$ cat src/rtl/counter_pkg.sv
// Shared types and key indices for the pausable up/down counter.
package counter_pkg;

  typedef enum logic [1:0] {
    RUN,
    PAUSE_HOLD,
    PAUSED,
    RESUME_HOLD
  } state_t;

  localparam int KEY_UP    = 0;
  localparam int KEY_DOWN  = 1;
  localparam int KEY_PAUSE = 2;
  localparam int KEY_CLR   = 3;

endpackage

$ cat src/rtl/key_sync.sv
// Two-flop synchroniser for the raw push-buttons; resets to all ones (released).
module key_sync #(
  parameter int N = 4
) (
  input  logic         clk,
  input  logic         reset,
  input  logic [N-1:0] async_i,
  output logic [N-1:0] sync_o
);

  logic [N-1:0] meta_q;
  logic [N-1:0] sync_q;

  always_ff @(posedge clk or posedge reset) begin
    if (reset) begin
      meta_q <= '1;
      sync_q <= '1;
    end else begin
      meta_q <= async_i;
      sync_q <= meta_q;
    end
  end

  assign sync_o = sync_q;

endmodule

$ cat src/rtl/pausable_updown_counter.sv
// Modulo-N up/down counter with prescaled tick, press/release pause FSM,
// separate direction register and level-sensitive clear.
module pausable_updown_counter
  import counter_pkg::*;
#(
  parameter int WIDTH    = 8,
  parameter int MODULO   = 60,
  parameter int PRESCALE = 50_000_000
) (
  input  logic             clk,
  input  logic             reset,
  input  logic [3:0]       key,
  output logic [WIDTH-1:0] count,
  output logic             up,
  output logic             pause,
  output logic             wrap
);

  localparam int PW = (PRESCALE > 1) ? $clog2(PRESCALE) : 1;
  localparam logic [PW-1:0]    PRE_LAST = PW'(PRESCALE - 1);
  localparam logic [WIDTH-1:0] CNT_LAST = WIDTH'(MODULO - 1);

  logic [3:0]       ks;
  state_t           state_q, state_d;
  logic             up_q, up_d;
  logic [PW-1:0]    pre_q, pre_d;
  logic [WIDTH-1:0] count_q, count_d;
  logic             wrap_q, wrap_d;
  logic             tick;
  logic             clr;

  key_sync #(.N(4)) u_key_sync (
    .clk     (clk),
    .reset   (reset),
    .async_i (key),
    .sync_o  (ks)
  );

  assign pause = (state_q == PAUSE_HOLD) || (state_q == PAUSED);
  assign clr   = ~ks[KEY_CLR];
  assign tick  = ~pause && (pre_q == PRE_LAST);

  // Pause toggles on press; the HOLD states wait for release so one press is one toggle.
  always_comb begin
    state_d = state_q;
    case (state_q)
      RUN:         if (~ks[KEY_PAUSE]) state_d = PAUSE_HOLD;
      PAUSE_HOLD:  if (ks[KEY_PAUSE])  state_d = PAUSED;
      PAUSED:      if (~ks[KEY_PAUSE]) state_d = RESUME_HOLD;
      RESUME_HOLD: if (ks[KEY_PAUSE])  state_d = RUN;
      default:     state_d = RUN;
    endcase
  end

  always_comb begin
    up_d = up_q;
    if ((state_q == RUN) || (state_q == PAUSED)) begin
      if (~ks[KEY_UP] && ks[KEY_DOWN]) begin
        up_d = 1'b1;
      end else if (~ks[KEY_DOWN] && ks[KEY_UP]) begin
        up_d = 1'b0;
      end
    end
  end

  // Clear overrides any tick; the prescaler merely holds while paused.
  always_comb begin
    pre_d   = pre_q;
    count_d = count_q;
    wrap_d  = 1'b0;
    if (clr) begin
      pre_d   = '0;
      count_d = '0;
    end else if (tick) begin
      pre_d = '0;
      if (up_q) begin
        if (count_q == CNT_LAST) begin
          count_d = '0;
          wrap_d  = 1'b1;
        end else begin
          count_d = count_q + 1'b1;
        end
      end else begin
        if (count_q == '0) begin
          count_d = CNT_LAST;
          wrap_d  = 1'b1;
        end else begin
          count_d = count_q - 1'b1;
        end
      end
    end else if (~pause) begin
      pre_d = pre_q + 1'b1;
    end
  end

  always_ff @(posedge clk or posedge reset) begin
    if (reset) begin
      state_q <= RUN;
      up_q    <= 1'b1;
      pre_q   <= '0;
      count_q <= '0;
      wrap_q  <= 1'b0;
    end else begin
      state_q <= state_d;
      up_q    <= up_d;
      pre_q   <= pre_d;
      count_q <= count_d;
      wrap_q  <= wrap_d;
    end
  end

  assign count = count_q;
  assign up    = up_q;
  assign wrap  = wrap_q;

endmodule
$ cat config.mk
export PLATFORM = sky130hd
export DESIGN_NAME = pausable_updown_counter
export DESIGN_NICKNAME = d
export VERILOG_FILES = /design/src/rtl/counter_pkg.sv /design/src/rtl/key_sync.sv /design/src/rtl/pausable_updown_counter.sv
export SDC_FILE = /design/constraint.sdc
export NUM_CORES = 1
export LEC_CHECK = 0
export CAP_MARGIN = 10
export CORE_MARGIN = 2
export CORE_UTILIZATION = 50
export CTS_BUF_LIST = sky130_fd_sc_hd__clkbuf_8 sky130_fd_sc_hd__clkbuf_16
export CTS_CLUSTER_DIAMETER = 60
export CTS_CLUSTER_SIZE = 8
export DETAILED_ROUTE_END_ITERATION = 8
export PLACE_DENSITY = 0.77
export SLEW_MARGIN = 20
export SYNTH_ARGS = -nofsm -noshare
export SYNTH_HDL_FRONTEND = slang
export SYNTH_SLANG_ARGS = --single-unit
$ cat constraint.sdc
create_clock -name clk -period 3.59 [get_ports clk]
set_input_delay 0.359 -clock clk [delete_from_list [all_inputs] [get_ports clk]]
set_output_delay 0.359 -clock clk [all_outputs]
set_load 0.02 [all_outputs]
==> flow_metrics.tcl, run 1 <==
set metrics [dict create \
    max-vdd-ir-drop_mv 0.462 \
    synth_edf_count 0 \
    ys.warnings.count 0 \
    fillers 401 \
    dp_hpwl_um 3550 \
    synthCells 265 \
    hold_path_class "reg2reg" \
    die_w_um 74.9 \
    path_clk_slew_ns 0.08 \
    fin_crit_sh_pct 84.0 \
    crit_chain "inv_1, ha_1, or4_4, nor4_1, nand3_1, nand2_1, buf_4, nor2_1" \
    grt_max_degree 47 \
    synth_ff_type "dfrtp_1" \
    cts_resized 0 \
    setup_viol 0 \
    ant_nets 0 \
    seq_area_um2 1160 \
    gp_congestion 0.819 \
    cap_violations 0 \
    cp-start-kind "flop" \
    seq_power_share_pct 48.6 \
    yosysUniqueCellTypes 47 \
    viasPerCell 5.79 \
    final_util_pct 58.8 \
    worstPathArrival_ns 3.21 \
    std_cell_rows 25 \
    critPathTopFamily "simple AND/OR/NAND/NOR gates" \
    power_density_nw_per_um2 439 \
    grt_overflow_total 0 \
    outcome "finished clean" \
    rsz0062_at_grt "false" \
    clk_latency_ns 0.31 \
    ys_async_sr_fraction_pct 100 \
    power.switching_uw 405 \
    tritoncts "yes" \
    drt_first_iter_violations 210 \
    clockBufferDepth 2 \
    fin_crit_ns 3.02 \
    totalWireLength_um 5050 \
    slew_violations 0 \
    cts_root_buf "clkbuf_8" \
    worst_hold_slack_ns 0.359 \
    drc 0 \
    p_leak_nw 1.13 \
    num_antenna_cells 0 \
    max_stage_delay_ns 0.58 \
    die_h_um 74.9 \
    htreeDepth 2 \
    clkSinkCount 46 \
    dieArea_um2 5600 \
    final_area_um2 2810 \
    start_util_pct 52.4 \
    wl_per_cell_um 14.6 \
    final_layout_size_suffix_gt1_share_pct 9.64 \
    grt_pass1_wl_um 9010 \
    switching_share_pct 32.8 \
    clock_skew_ns 0.00505 \
    p_int_uw 830 \
    numCtsBuffers 5 \
    yosysSeqAreaShare_pct 46.3 \
    mappedNetlistNets 279 \
    critical_path_required_ns 3.78 \
    crit_path_end_kind "flop" \
    grt_usage_pct 21.0 \
    worst-path-buf-inv 2 \
    hold_viol_final 0 \
    crit_slowest_cell "or4_4" \
    nets 293 \
    fin_setup_tns_ns 0 \
    boundaryPins 17 \
    clkPwrFrac_pct 25.8 \
    combPwrFrac_pct 25.6 \
    max_freq_mhz 332 \
    critPathMaxFanout 15 \
    dr.pass1.iters 4 \
    dpl_cell_area_um2 2720 \
    port_buffers 16 \
    ys_seq_elements 46 \
    worstSetupPathType "reg2reg" \
    slew_headroom_pct 37.8 \
    tightest_slew_ns 0.932 \
    grt_pass1_vias 1919 \
    multi_input_area_um2 1280 \
    syn_area_um2 2510 \
    ctsHoldBuffers 0 \
    core_area_um2 4790 \
    via_count 2009 \
    syn_area_per_cell_um2 9.47 \
    postCtsSetupBuffers 0 \
    area.growth.synth_to_final_pct 12.1 \
    antenna_found_initial 0 \
]
==> layer usage <==
metal / part of all wire [%] / track usage [%]
met5: 0 / 0
met4: 1.4 / 6.15
met3: 5.1 / 4.28
met2: 45 / 31.9
met1: 48 / 30.6
==> Yosys cell counts, drive strengths merged, types with 2 or more instances <==
master,instances,area (um2)
dfrtp,37,926
nor2,31,116
nand2,28,105
xnor2,15,131
nand4,11,68.8
clkbuf,10,37.5
dfstp,9,236
inv,9,33.8
nor3,9,45.0
xor2,9,78.8
ha,8,100
nand3,8,45.0
nor4,8,65.1
o21ai,8,40.0
a21oi,7,35.0
and3,6,37.5
a21boi,4,30.0
nand2b,4,25.0
or3,4,26.3
or4,4,37.5
and2,3,18.8
and4,3,26.3
a22oi,2,15.0
a31oi,2,12.5
a32o,2,20.0
nor2b,2,12.5
nor4b,2,17.5
o211ai,2,15.0
o21a,2,15.0
o22a,2,17.5
o22ai,2,12.5
o31ai,2,20.0
==> sequential cells by signal, summed over array words and instances (netlist names) <==
register,flops
u_key_sync.sync_o,4
wrap,1
u_key_sync.meta_q,4
count,8
pre_q,26
up,1
state_q,2
==> cells in the final DEF (no fill, tap or decap), types with 6 or more instances in the layout <==
cell / synthesis / routed
a21oi_1: 7 / 7
and3_1: 6 / 6
clkdlybuf4s50_1: 0 / 16
dfrtp_1: 37 / 37
dfstp_2: 9 / 9
ha_1: 8 / 8
inv_1: 9 / 8
nand2_1: 28 / 28
nand3_1: 7 / 7
nand4_1: 11 / 11
nor2_1: 31 / 31
nor3_1: 9 / 9
nor4_1: 7 / 7
o21ai_0: 8 / 8
xnor2_1: 15 / 15
xor2_1: 9 / 9
==> final cells by class <==
type	count	area share [%]
timing repair buffer	17	5.96
multi-input combinational	200	45.4
inverter	9	1.20
clock inverter	3	0.756
clock buffer	5	2.45
tap	67	2.98
sequential	46	41.3
==> path summary, 6_finish.rpt <==
kind                                                 from                              to  slack, ns  depth (start not counted)
min in group asynchronous                           reset          state_q[1]$_DFFE_PP0P_       0.58                          2
setup reg to reg                   state_q[0]$_DFFE_PP0P_           pre_q[14]$_DFFE_PP0P_       0.57                          8
max in group asynchronous                           reset           pre_q[25]$_DFFE_PP0P_       2.43                          2
hold reg to reg            u_key_sync.meta_q[2]$_DFF_PP1_  u_key_sync.sync_o[2]$_DFF_PP1_       0.36                          0
hold / removal             u_key_sync.meta_q[2]$_DFF_PP1_  u_key_sync.sync_o[2]$_DFF_PP1_       0.36                          0
setup / recovery                   state_q[0]$_DFFE_PP0P_           pre_q[14]$_DFFE_PP0P_       0.57                          8
==> power by group through the flow <==
stage | logic [mW] | registers [mW] | clock network (mW)
after floorplan | 0.240 | 0.595 | 0
after global placement | 0.308 | 0.607 | 0
after detailed placement | 0.315 | 0.611 | 0
after CTS | 0.318 | 0.600 | 0.329
after global routing | 0.361 | 0.608 | 0.349
final | 0.316 | 0.601 | 0.318
==> per-stage QoR <==
stage                     setup slack, ns  std cells  power (mW)
after floorplan                     0.921        265       0.835
after global placement              0.703        339       0.915
after detailed placement            0.595        339       0.926
after CTS                           0.574        347        1.25
after global routing                0.350        347        1.32
final                               0.574        347        1.24
==> logic make-up after synthesis <==
| group | after synthesis | synth area share [%] |
|---|---|---|
| AOI/OAI and AO/OA | 41 | 11.3 |
| and+or+nand+nor | 126 | 26.8 |
| xor gates and xnor gates | 24 | 8.38 |
| buffers and inverters | 19 | 2.84 |
| muxes | 1 | 0.449 |
| DFF | 46 | 46.3 |
| adders and majority gates | 8 | 3.99 |
(Power assumes the default switching activity.)
==> inputs of run 2 (changes only) <==
==> constraint.sdc (replaced) <==
create_clock -name clk -period 3 [get_ports clk]
set_input_delay 0.3 -clock clk [delete_from_list [all_inputs] [get_ports clk]]
set_output_delay 0.3 -clock clk [all_outputs]
set_load 0.02 [all_outputs]
==> run 2 against run 1 <==
Final area up 0.40%. Clock skew up 0.0029 ns. Clock-buffer cell count unchanged. Worst hold slack about the same. Via count about the same. Global-route usage down 1.4 points. Non-clock buffer count up 1. Die area unchanged. Cell count up 0.29%. Clock power up 25%. Critical path depth down 1. Critical path type unchanged. Setup slack worse by 0.30 ns.
==> flow_metrics.tcl, run 2 (synthesis gave the netlist of run 1 again) <==
set metrics [dict create \
    outcome "finished clean" \
    cts_root_buf "clkbuf_8" \
    layout_commonest_cell "dfrtp_1" \
    port_buffers 16 \
    area.growth.synth_to_final_pct 12.6 \
    die_w_um 74.9 \
    dpl_cell_area_um2 2730 \
    viasPerCell 5.78 \
    max-vdd-ir-drop_mv 0.433 \
    grt_max_degree 47 \
    ant_nets 0 \
    fin_crit_sh_pct 90.9 \
    path_clk_slew_ns 0.09 \
    final_cell_mix "dfrtp_1, nor2_1, nand2_1" \
    fin_crit_ns 2.73 \
    clockBufferDepth 2 \
    p_leak_nw 1.14 \
    ctsHoldBuffers 0 \
    core_area_um2 4790 \
    drc 0 \
    grt_pass1_vias 1823 \
    via_count 2010 \
    power_density_nw_per_um2 536 \
    critical_path_required_ns 3.20 \
    postCtsSetupBuffers 0 \
    dr.pass1.iters 4 \
    grt_overflow_total 0 \
    dieArea_um2 5600 \
    slew_violations 0 \
    drt_first_iter_violations 160 \
    numCtsBuffers 5 \
    grt_pass1_wl_um 8320 \
    hold_viol_final 0 \
    crit_path_end_kind "flop" \
    totalWireLength_um 5020 \
    fin_setup_tns_ns 0 \
    slew_headroom_pct 38.0 \
    largest_reg_flops 26 \
    hold_depth 0 \
    tritoncts "yes" \
    worstPathArrival_ns 2.93 \
    rsz0062_at_grt "false" \
    grt_usage_pct 19.6 \
    num_antenna_cells 0 \
    gp_congestion 0.809 \
    start_util_pct 52.4 \
    tightest_slew_ns 0.929 \
    worstSetupPathType "reg2reg" \
    antenna_found_initial 0 \
    htreeDepth 2 \
    die_h_um 74.9 \
    final_layout_size_suffix_gt1_share_pct 9.96 \
    setup_viol 0 \
    hold_path_class "reg2reg" \
    boundaryPins 17 \
    wl_per_cell_um 14.4 \
    largest_register "pre_q" \
    clock_skew_ns 0.00798 \
    cp-start-kind "flop" \
    reg2reg_depth 7 \
    max_freq_mhz 367 \
    cap_violations 0 \
    clk_latency_ns 0.31 \
    nets 294 \
    cts_resized 0 \
    dp_hpwl_um 3540 \
    clkSinkCount 46 \
    critPathMaxFanout 6 \
    final_area_um2 2830 \
    std_cell_rows 25 \
]
-- run 2: critical path, cell delays in order (launching register included) --
cell	delay (ns)
dfrtp_1	0.41
inv_1	0.08
ha_1	0.31
or4_4	0.54
or4_4	0.50
nor4_4	0.41
a21boi_0	0.16
o21a_1	0.21
-- run 2: final cells by class --
cell class | count | area [um2]
clock inverters | 3 | 25.0
fillers | 415 | 1960
well taps | 67 | 83.8
clock buffers | 5 | 68.8
multi-input cells | 200 | 1280
flip-flops and latches | 46 | 1160
inverters | 9 | 33.8
repair buffers | 18 | 175
-- run 2: worst paths after layout --
path / startpoint / slack (ns) / endpoint
setup / recovery: state_q[0]$_DFFE_PP0P_ / 0.27 / count[2]$_DFFE_PP0P_
hold / removal: u_key_sync.meta_q[2]$_DFF_PP1_ / 0.36 / u_key_sync.sync_o[2]$_DFF_PP1_
setup reg to reg: state_q[0]$_DFFE_PP0P_ / 0.27 / count[2]$_DFFE_PP0P_
hold reg to reg: u_key_sync.meta_q[2]$_DFF_PP1_ / 0.36 / u_key_sync.sync_o[2]$_DFF_PP1_
max in group asynchronous: reset / 1.91 / wrap$_DFF_PP0_
min in group asynchronous: reset / 0.51 / pre_q[0]$_DFFE_PP0P_
-- run 2: per-stage QoR --
| step | setup slack, ns | total power [mW] | hold WS, ns | std cells | util (%) |
|---|---|---|---|---|---|
| 3_5_place_dp | 0.286 | 1.13 | 0.348 | 340 | 57.1 |
| 4_1_cts | 0.249 | 1.52 | 0.361 | 348 | 59.0 |
| 5_1_grt | 0.0818 | 1.60 | 0.364 | 348 | 59.0 |
| 6_report | 0.272 | 1.51 | 0.359 | 348 | 59.0 |
| 3_3_place_gp | 0.356 | 1.11 | 0.345 | 340 | 57.1 |
| 2_1_floorplan | 0.331 | 0.999 | 0.304 | 265 | - |
-- run 2: report_power, final --
part / internal [mW] / total [mW] / switching (mW)
Clock: 0.168 / 0.397 / 0.229
Sequential: 0.666 / 0.720 / 0.0534
Combinational: 0.175 / 0.397 / 0.222
Total: 1.01 / 1.51 / 0.504
-- run 2: layer usage --
| metal | vias to the layer above | track usage [%] | routed length (um) |
|---|---|---|---|
| met5 | - | 0 | 0 |
| met1 | 983 | 27.5 | 2410 |
| met3 | 9 | 3.75 | 181 |
| met2 | 42 | 29.6 | 2340 |
| li1 | 976 | - | - |
| met4 | 0 | 8.73 | 91 |
==> variant: new RTL, settings of run 1 <==
Encoding of `state_t`: now one-hot (4 bits for 4 states).
--- a/src/rtl/counter_pkg.sv
+++ b/src/rtl/counter_pkg.sv
@@ -3,7 +3,7 @@
 
-  typedef enum logic [1:0] {
-    RUN,
-    PAUSE_HOLD,
-    PAUSED,
-    RESUME_HOLD
+  typedef enum logic [3:0] {
+    RUN         = 4'b0001,
+    PAUSE_HOLD  = 4'b0010,
+    PAUSED      = 4'b0100,
+    RESUME_HOLD = 4'b1000
   } state_t;
Behaviour: no difference found for any inputs over 10 cycles, from zero or initial values and one cycle with reset high; not proved beyond that.
==> variant against run 1 <==
- sequential share of layout area grew 0.56 points
- power fell by 3.1%
- non-clock buffer count is the same
- wire length shrank 2.9%
- sequential cell count is 2 higher
- utilization fell by 1.7 points
- final area grew 3.0%
- die area is 4.2% higher
- synthesized area grew 4.4%
- critical path depth is 4 lower
- synthesized cell count up 3.8%
- setup slack better by 0.62 ns
- highest routed layer unchanged
==> variant: results (changes against run 1) <==
* Seq/Total Area, Yosys at 0.463 (about the same)
* Leakage power at 1.25 nW (+10%)
* CP arrival at 2.04 ns (-1.17 ns)
* Post-Layout Cell Count at 355 (+2.3%)
* Detailed placer's ending HPWL at 3.31 mm (-6.7%)
* Largest net degree at the start of global routing at 49 (+4.3%)
* Post-synth top cells: 38 x dfrtp_1, 30 x nor2_1, 19 x xor2_1, 18 x nand2_1
* Mean Syn Cell Area at 9.53 sq um (+0.64%)
* 1st-pass router iterations at 4 (unchanged)
* Routability congestion estimate at 0.813 (-0.68%)
* Multiplexer share of the synthesized area at 0.00811 (+0.00363)
* Max IR drop VDD at 0.286 mV (-38%)
* DR WL/cell at 13.8 um (-5.1%)
* Slew Limit Headroom at 0.471 (+0.0933)
* Share of cells above drive strength 1 at 0.0947 (-0.00169)
* Post-Synth XOR/XNOR Area at 0.0897 (+0.00599)
* Synth area leaders: dfrtp_1 36%, dfstp_2 10%, xor2_1 6.3%
* Outcome: finished, final reports clean
* Via density at 5.69 (-1.7%)
* Fin. Hold Viols at 0 (unchanged)
* Hold Crit Class: register to register
* Compound-Gate Fraction of Synth Area at 0.103 (-0.00956)
* Synthesized Nets at 285 (+2.2%)
* DR iter-0 viols at 92 (-56%)
* Area share of fa/ha/maj cells after synthesis at 0.0191 (-0.0208)
* First-pass GRT wire length at 8.76 mm (-2.8%)
==> variant: kinds of logic (layout without fill, tap and decap cells) <==
kind of cell / after synthesis / in the layout
adder cells (fa/ha/maj): 4 / 4
XOR/XNOR: 26 / 26
AND/OR/NAND/NOR: 132 / 132
flip-flops: 48 / 48
buffers and inverters: 22 / 32
multiplexers: 2 / 2
AO/OA/AOI/OAI: 41 / 41
==> variant: final cells by class <==
| class | count | share of cell area |
|---|---|---|
| sequential | 48 | 0.419 |
| clock buffer | 6 | 0.0285 |
| clock inverter | 2 | 0.00345 |
| inverter | 7 | 0.00950 |
| multi-input combinational | 205 | 0.452 |
| tap | 70 | 0.0302 |
| timing repair buffer | 17 | 0.0578 |
==> variant: metal layers <==
layer | GRT usage | vias to the layer above | share of wire
met5 | 0 | - | 0
met4 | 0.0745 | 0 | 0.018
met1 | 0.237 | 969 | 0.47
met2 | 0.300 | 35 | 0.48
li1 | - | 1006 | -
met3 | 0.0308 | 10 | 0.033
==> variant: report_power, final <==
| part | switching (mW) | total, mW | internal [mW] | leakage, nW |
|---|---|---|---|---|
| sequential | 0.0677 | 0.655 | 0.587 | 0.633 |
| clock | 0.170 | 0.324 | 0.154 | 0.0510 |
| combinational | 0.115 | 0.220 | 0.105 | 0.563 |
==> variant: stage by stage <==
| step | worst slack, ns | hold WS (ns) | instance area, sq um | power, mW |
|---|---|---|---|---|
| after global routing | 1.06 | 0.367 | 2900 | 1.27 |
| after detailed placement | 1.42 | 0.347 | 2810 | 0.885 |
| final | 1.19 | 0.359 | 2900 | 1.20 |
| after floorplan | 1.58 | 0.345 | 2620 | 0.831 |
| after CTS | 1.18 | 0.360 | 2900 | 1.21 |
| after global placement | 1.47 | 0.346 | 2810 | 0.877 |
==> variant: worst paths after layout <==
check                      cells past startpoint                           start                              to  slack (ns)
min in group asynchronous                      2                           reset            pre_q[8]$_DFFE_PP0P_        0.51
max                                            4          state_q[2]$_DFFE_PP0P_                           pause        1.19
max in group asynchronous                      2                           reset            count[6]$_DFFE_PP0P_        2.61
min                                            0  u_key_sync.meta_q[0]$_DFF_PP1_  u_key_sync.sync_o[0]$_DFF_PP1_        0.36
max reg2reg                                    6          state_q[1]$_DFFE_PP0P_            pre_q[3]$_DFFE_PP0P_        1.40
min reg2reg                                    0  u_key_sync.meta_q[0]$_DFF_PP1_  u_key_sync.sync_o[0]$_DFF_PP1_        0.36
